$ cat src/rtl/mdu_pkg.sv
// Shared encodings and helpers for the iterative multiply/divide unit.
package mdu_pkg;
  localparam int          ITER    = 32;
  localparam logic [31:0] DIV0_LO = 32'hFFFFFFFF;

  typedef enum logic [2:0] {
    OP_MULT  = 3'd0,
    OP_MULTU = 3'd1,
    OP_DIV   = 3'd2,
    OP_DIVU  = 3'd3,
    OP_MADD  = 3'd4,
    OP_MSUB  = 3'd5
  } op_e;

  typedef enum logic [1:0] {
    S_IDLE = 2'd0,
    S_RUN  = 2'd1,
    S_FIX  = 2'd2,
    S_DONE = 2'd3
  } state_e;

  function automatic logic op_is_signed(input op_e op);
    return (op == OP_MULT) || (op == OP_DIV) || (op == OP_MADD) || (op == OP_MSUB);
  endfunction

  function automatic logic op_is_div(input op_e op);
    return (op == OP_DIV) || (op == OP_DIVU);
  endfunction
endpackage

$ cat src/rtl/mdu_sign_fix.sv
// Operand magnitude extraction and result negation for the multiply/divide unit.
module mdu_sign_fix #(
  parameter int WIDTH = 32
) (
  input  logic [WIDTH-1:0] i_a,
  input  logic [WIDTH-1:0] i_b,
  input  logic             i_sgn,
  output logic [WIDTH-1:0] o_mag_a,
  output logic [WIDTH-1:0] o_mag_b,
  output logic             o_neg_a,
  output logic             o_neg_b,
  input  logic [WIDTH-1:0] i_hi,
  input  logic [WIDTH-1:0] i_lo,
  input  logic             i_wide,
  input  logic             i_neg_hi,
  input  logic             i_neg_lo,
  output logic [WIDTH-1:0] o_hi,
  output logic [WIDTH-1:0] o_lo
);
  logic [2*WIDTH-1:0] w_neg_wide;

  // -2^(W-1) negates to itself, which is exactly its unsigned magnitude
  assign o_neg_a    = i_sgn & i_a[WIDTH-1];
  assign o_neg_b    = i_sgn & i_b[WIDTH-1];
  assign o_mag_a    = o_neg_a ? -i_a : i_a;
  assign o_mag_b    = o_neg_b ? -i_b : i_b;
  assign w_neg_wide = -{i_hi, i_lo};

  always_comb begin
    o_hi = i_hi;
    o_lo = i_lo;
    if (i_wide) begin
      if (i_neg_hi) {o_hi, o_lo} = w_neg_wide;
    end else begin
      if (i_neg_hi) o_hi = -i_hi;
      if (i_neg_lo) o_lo = -i_lo;
    end
  end
endmodule

$ cat src/rtl/mul_div_unit.sv
// Iterative radix-2 multiply/divide unit feeding the HI/LO register pair.
// Fixed 34-edge latency: E0 accept, E1..E32 iterate, E33 sign fix, E34 HI/LO capture.
module mul_div_unit #(
  parameter int WIDTH = 32
) (
  input  logic             i_clk,
  input  logic             i_rst_n,
  input  logic             i_start,
  input  logic [2:0]       i_op,
  input  logic [WIDTH-1:0] i_a,
  input  logic [WIDTH-1:0] i_b,
  input  logic [WIDTH-1:0] i_hi_cur,
  input  logic [WIDTH-1:0] i_lo_cur,
  input  logic             i_cancel,
  output logic             o_busy,
  output logic             o_done,
  output logic [WIDTH-1:0] o_hi_out,
  output logic [WIDTH-1:0] o_lo_out,
  output logic             o_hi_write,
  output logic             o_lo_write
);
  import mdu_pkg::*;

  localparam int CNT_W = $clog2(ITER);

  state_e             r_state, w_next;
  logic [CNT_W-1:0]   r_cnt;
  op_e                r_op;
  logic [WIDTH-1:0]   r_a, r_dv, r_hc, r_lc, r_hi_res, r_lo_res;
  logic               r_neg_q, r_neg_r, r_b_zero;
  logic [2*WIDTH-1:0] r_sr;

  op_e                w_op;
  logic               w_accept, w_is_div;
  logic [WIDTH-1:0]   w_mag_a, w_mag_b, w_fix_hi, w_fix_lo;
  logic               w_neg_a, w_neg_b;
  logic [WIDTH:0]     w_madd, w_rem_sh;
  logic [WIDTH-1:0]   w_sub;
  logic               w_ge;
  logic [2*WIDTH-1:0] w_mul_nx, w_div_nx, w_prod, w_res;

  assign w_op     = op_e'(i_op);
  assign w_accept = i_start && (i_op <= OP_MSUB) && ((r_state == S_IDLE) || (r_state == S_DONE));
  assign w_is_div = op_is_div(r_op);

  mdu_sign_fix #(.WIDTH(WIDTH)) u_sign_fix (
    .i_a      (i_a),
    .i_b      (i_b),
    .i_sgn    (op_is_signed(w_op)),
    .o_mag_a  (w_mag_a),
    .o_mag_b  (w_mag_b),
    .o_neg_a  (w_neg_a),
    .o_neg_b  (w_neg_b),
    .i_hi     (r_sr[2*WIDTH-1:WIDTH]),
    .i_lo     (r_sr[WIDTH-1:0]),
    .i_wide   (!w_is_div),
    .i_neg_hi (w_is_div ? r_neg_r : r_neg_q),
    .i_neg_lo (r_neg_q),
    .o_hi     (w_fix_hi),
    .o_lo     (w_fix_lo)
  );

  // Multiply: {partial, multiplier} shifts right, carry drops into the top bit.
  assign w_madd   = {1'b0, r_sr[2*WIDTH-1:WIDTH]} + (r_sr[0] ? {1'b0, r_dv} : '0);
  assign w_mul_nx = {w_madd, r_sr[WIDTH-1:1]};

  // Divide: {remainder, dividend/quotient} shifts left; restoring compare.
  assign w_rem_sh = r_sr[2*WIDTH-1:WIDTH-1];
  assign w_ge     = w_rem_sh >= {1'b0, r_dv};
  assign w_sub    = w_rem_sh[WIDTH-1:0] - r_dv;
  assign w_div_nx = w_ge ? {w_sub, r_sr[WIDTH-2:0], 1'b1} : {r_sr[2*WIDTH-2:0], 1'b0};

  assign w_prod = {w_fix_hi, w_fix_lo};

  always_comb begin
    w_res = w_prod;
    case (r_op)
      OP_MADD: w_res = {r_hc, r_lc} + w_prod;
      OP_MSUB: w_res = {r_hc, r_lc} - w_prod;
      OP_DIV, OP_DIVU: if (r_b_zero) w_res = {r_a, WIDTH'(DIV0_LO)};
      default: w_res = w_prod;
    endcase
  end

  always_ff @(posedge i_clk) begin
    if (!i_rst_n) r_state <= S_IDLE;
    else          r_state <= w_next;
  end

  always_comb begin
    w_next = r_state;
    case (r_state)
      S_IDLE: if (w_accept) w_next = S_RUN;
      S_RUN: begin
        if (i_cancel)                          w_next = S_IDLE;
        else if (r_cnt == CNT_W'(ITER - 1))    w_next = S_FIX;
      end
      S_FIX:  w_next = i_cancel ? S_IDLE : S_DONE;
      S_DONE: w_next = w_accept ? S_RUN : S_IDLE;
      default: w_next = S_IDLE;
    endcase
  end

  always_comb begin
    o_busy     = 1'b0;
    o_done     = 1'b0;
    o_hi_write = 1'b0;
    o_lo_write = 1'b0;
    case (r_state)
      S_RUN, S_FIX: o_busy = 1'b1;
      S_DONE: begin
        o_done     = 1'b1;
        o_hi_write = 1'b1;
        o_lo_write = 1'b1;
      end
      default: ;
    endcase
  end

  always_ff @(posedge i_clk) begin
    if (!i_rst_n) begin
      r_cnt    <= '0;
      r_op     <= OP_MULT;
      r_a      <= '0;
      r_dv     <= '0;
      r_hc     <= '0;
      r_lc     <= '0;
      r_neg_q  <= 1'b0;
      r_neg_r  <= 1'b0;
      r_b_zero <= 1'b0;
      r_sr     <= '0;
      r_hi_res <= '0;
      r_lo_res <= '0;
    end else begin
      if (w_accept) begin
        r_cnt    <= '0;
        r_op     <= w_op;
        r_a      <= i_a;
        r_hc     <= i_hi_cur;
        r_lc     <= i_lo_cur;
        r_neg_q  <= w_neg_a ^ w_neg_b;
        r_neg_r  <= w_neg_a;
        r_b_zero <= (i_b == '0);
        r_dv     <= op_is_div(w_op) ? w_mag_b : w_mag_a;
        r_sr     <= {{WIDTH{1'b0}}, (op_is_div(w_op) ? w_mag_a : w_mag_b)};
      end else if (r_state == S_RUN) begin
        r_cnt <= r_cnt + CNT_W'(1);
        r_sr  <= w_is_div ? w_div_nx : w_mul_nx;
      end
      // Result registers only change on a completed op, so they hold across cancel.
      if ((r_state == S_FIX) && !i_cancel) begin
        r_hi_res <= w_res[2*WIDTH-1:WIDTH];
        r_lo_res <= w_res[WIDTH-1:0];
      end
    end
  end

  assign o_hi_out = r_hi_res;
  assign o_lo_out = r_lo_res;
endmodule

$ cat config.mk
export PLATFORM = sky130hd
export DESIGN_NAME = mul_div_unit
export DESIGN_NICKNAME = d
export VERILOG_FILES = /design/src/rtl/mdu_pkg.sv /design/src/rtl/mdu_sign_fix.sv /design/src/rtl/mul_div_unit.sv
export SDC_FILE = /design/constraint.sdc
export NUM_CORES = 1
export LEC_CHECK = 0
export ABC_AREA = 1
export CORE_MARGIN = 2
export CORE_UTILIZATION = 35
export DETAILED_ROUTE_END_ITERATION = 10
export GPL_TIMING_DRIVEN = 0
export PLACE_DENSITY_LB_ADDON = 0.15
export SETUP_SLACK_MARGIN = 0.4
export SYNTH_ARGS = -nofsm -noshare
export SYNTH_HDL_FRONTEND = slang
export SYNTH_SLANG_ARGS = --single-unit
$ cat constraint.sdc
create_clock -name i_clk -period 4.8 [get_ports i_clk]
set_input_delay 0.48 -clock i_clk [delete_from_list [all_inputs] [get_ports i_clk]]
set_output_delay 0.48 -clock i_clk [all_outputs]
set_load 0.05 [all_outputs]
==> flow_summary.yaml, run 1 <==
outcome:
  status: "finished with violations"
  violations: "negative setup slack"
sta:
  min_period_over_period_pct: 102.2
  hold_slack_ns: 0.4734
  period_minus_slack_ns: 4.905
  fmax_ghz: 0.2039
  tns_ns: -0.3306
  fin_skew_ns: 0.02367
  hold_violations: 0
  drv_slew: 0
  maxSlewHeadroom_pct: 15.14
  max_slew.worst_pin.slew_ns: 1.273
  setup_viol: 6
  grt_setup_unrepaired: "true"
  setup_ws_ns: -0.1054
yosys:
  synth_cell_types: 64
  syn_avg_cell_area_um2: 6.108
  ys_seq_area_share_pct: 21.53
  netlist_instances: 4095
  synth_seq_cells: 269
  synth_nets: 4371
  netlist_area_mm2: 0.02501
  synth_flop_cell: "dfxtp_1"
  async_flop_share_pct: 0
  ys.warnings.count: 0
  synth_edf_count: 0
clocking:
  clock-sinks: 269
  clock_path_buffers: 3
  insertion_delay_ns: 0.58
  clk_pin_slew_ns: 0.06
  cts_tree: "built"
  cts_buffers: 38
  cts_max_level: 2
  ctsRootBufferMaster: "clkbuf_16"
final_layout:
  stdcell_count: 5511
  layout.nets: 4810
  final_util_pct: 48.69
  layout-drive-gt1-share_pct: 20.78
  fill_cells: 7272
  postLayoutCellArea_mm2: 0.03463
  most-common-layout-cells: "nand2_1 (757), inv_1 (475), nor2_1 (367)"
  area_growth_pct: 38.43
  layout_commonest_cell: "nand2_1"
floorplan:
  fp.dieH_um: 271.3
  core_area_mm2: 0.07112
  die_area_mm2: 0.07362
  fp.dieW_um: 271.3
  rows: 98
  initial_core_util_pct: 35.17
  ioPinCount: 203
routing:
  drtIter0Drc: 3090
  drtPass1Iterations: 6
  wl_per_cell_um: 23.33
  drc: 0
  vias_per_cell: 5.597
  via_count: 30850
  drt-total-wl_mm: 128.6
  ant_nets: 0
global_route:
  grt_max_degree: 11
  grt_pass1_vias: 28680
  grt_pass1_wl_mm: 183.0
  overflow: 0
  grt_antenna_before_repair: 2
  grtUsageTotal_pct: 32.97
placed_design:
  dp_hpwl_mm: 102.3
  placed_area_mm2: 0.02821
  gp_congestion: 1.003
  placed_cells: 5246
  io_buffers: 201
critical_path:
  max_stage_delay_ns: 0.33
  cp-start-kind: "flip-flop"
  cp_data_required_time_ns: 5.25
  reg2reg_from: "r_sr[0]"
  crit_path_end: "o_hi_out[24]"
  reg2regPathDepth: 30
  cp-startpoint: "r_sr[0]"
  endpoint_kind: "flip-flop"
  cpMaxStageDelayCell: "dfxtp_2"
  cpMostUsedCell: "nand3_4"
  reg2reg_to: "o_hi_out[24]"
  crit_path_max_fanout: 5
  crit_type: "reg2reg"
  reg2reg_slack_ns: -0.11
  critPathArrivalTime_ns: 5.36
power:
  p_leak_nw: 15.00
  irDropWorstVdd_v: 0.0002940
  powerDensity_mw_per_mm2: 654.3
min_path:
  hp-class: "in2reg"
flow_run:
  maxCapViolCount: 0
[worst min-delay path by stage]
| stage | slack, ns | start | cells past startpoint | endpoint |
|---|---|---|---|---|
| 6_report | 0.47 | i_lo_cur[1] | 3 | r_lc[1] |
| 5_1_grt | 0.49 | i_lo_cur[1] | 3 | r_lc[1] |
| 4_1_cts | 0.47 | i_lo_cur[1] | 3 | r_lc[1] |
| 3_5_place_dp | 0.47 | r_cnt[4] | 2 | r_cnt[4] |
| 3_3_place_gp | 0.45 | r_cnt[4] | 2 | r_cnt[4] |
| 2_1_floorplan | 0.43 | r_a[27] | 2 | r_a[27] |
[synthesized netlist by cell type, drive strengths merged (31+ instances only)]
master  count  share of area [%]
ha        138                6.9
nor3       57                1.2
dfxtp     269                 22
a22o       62                2.2
inv       537                8.1
nor2      486                7.8
nand3     232                4.8
buf        31               0.65
nand2     875                 13
o22ai      43                1.1
o21ai     409                8.3
o211ai     48                1.4
clkbuf    119                1.8
xor2      120                4.3
a31oi      82                2.1
a21oi     304                6.1
nand4      60                1.5
or2        34               0.85
xnor2      41                1.4
[sequential cells by signal (all words and copies together) (netlist names), 2 cells and up]
register and flops:
r_a 32, o_lo_out 32, r_dv 32, r_state 2
r_cnt 5, r_op 3, r_hc 32, r_lc 32
o_hi_out 32, r_sr 64
[per-layer routing]
layer	part of all wire, %	routed length [um]	track usage, %
met1	42	54150	44.12
met3	8.1	10430	4.078
met2	43	54980	51.19
met5	0	0	0
met4	7.0	9020	18.59
[worst max-delay path: cells and delay by family, from the launching register on]
family / cells / cell delay [ns]
buf+inv: 4 / 0.44
xor+xnor: 2 / 0.43
flops: 1 / 0.33
fa+ha+maj: 2 / 0.42
compound gates: 5 / 1.01
simple gates: 17 / 2.13
[where the power goes]
group / switching (W) / total [W] / internal [W] / leakage, nW
Sequential: 0.000830 / 0.00363 / 0.00280 / 2.21
Clock: 0.00118 / 0.00304 / 0.00186 / 0.629
Combinational: 0.0103 / 0.0160 / 0.00567 / 12.2
Total: 0.0123 / 0.0227 / 0.0103 / 15.0
[repair_timing]
item | CTS | global route
pin swaps | 137 | 231
endpoints found under the setup margin | 50 | 47
hold buffers | 0 | 0
gates resized for setup | 393 | 489
setup buffers | 105 | 93
[through the flow]
stage / worst slack (ns) / total power [W]
6_report: -0.1054 / 0.02266
5_1_grt: -0.2198 / 0.02396
4_1_cts: -0.1124 / 0.02018
3_5_place_dp: -1.384 / 0.01558
3_3_place_gp: -1.439 / 0.01560
2_1_floorplan: 0.5363 / 0.01170
[kinds of logic after synthesis]
| family | count (synthesis) | synth area share, % |
|---|---|---|
| adder cells (fa/ha/maj) | 141 | 7.143 |
| flip-flops | 269 | 21.53 |
| AO/OA/AOI/OAI | 1054 | 24.56 |
| XOR/XNOR | 161 | 5.712 |
| buffers and inverters | 694 | 10.61 |
| AND/OR/NAND/NOR | 1776 | 30.45 |
[cell type report]
cell class                      instances  area [um^2]  share of cell area [%]
Tap cell                              950         1189                   3.433
Clock buffer                           49         1054                   3.043
Buffer                                150        641.9                   1.854
Multi-Input combinational cell       3132        20430                   58.99
Antenna cell                            4        10.01                 0.02891
Clock inverter                         14        226.5                  0.6540
Timing Repair Buffer                  399         3597                   10.39
Inverter                              544         2067                   5.969
Sequential cell                       269         5414                   15.64
No activity file was read; power rests on OpenSTA's default activity.
==> run 2: changes to the inputs <==
--- a/config.mk
+++ b/config.mk
@@ -10,6 +10,7 @@
 export CORE_UTILIZATION = 35
 export DETAILED_ROUTE_END_ITERATION = 10
 export GPL_TIMING_DRIVEN = 0
+export HOLD_SLACK_MARGIN = 0.1
 export PLACE_DENSITY_LB_ADDON = 0.15
 export SETUP_SLACK_MARGIN = 0.4
 export SYNTH_ARGS = -nofsm -noshare
==> results of run 2 <==
Same layout as run 1: the final DEF is identical, and so are final timing and power.
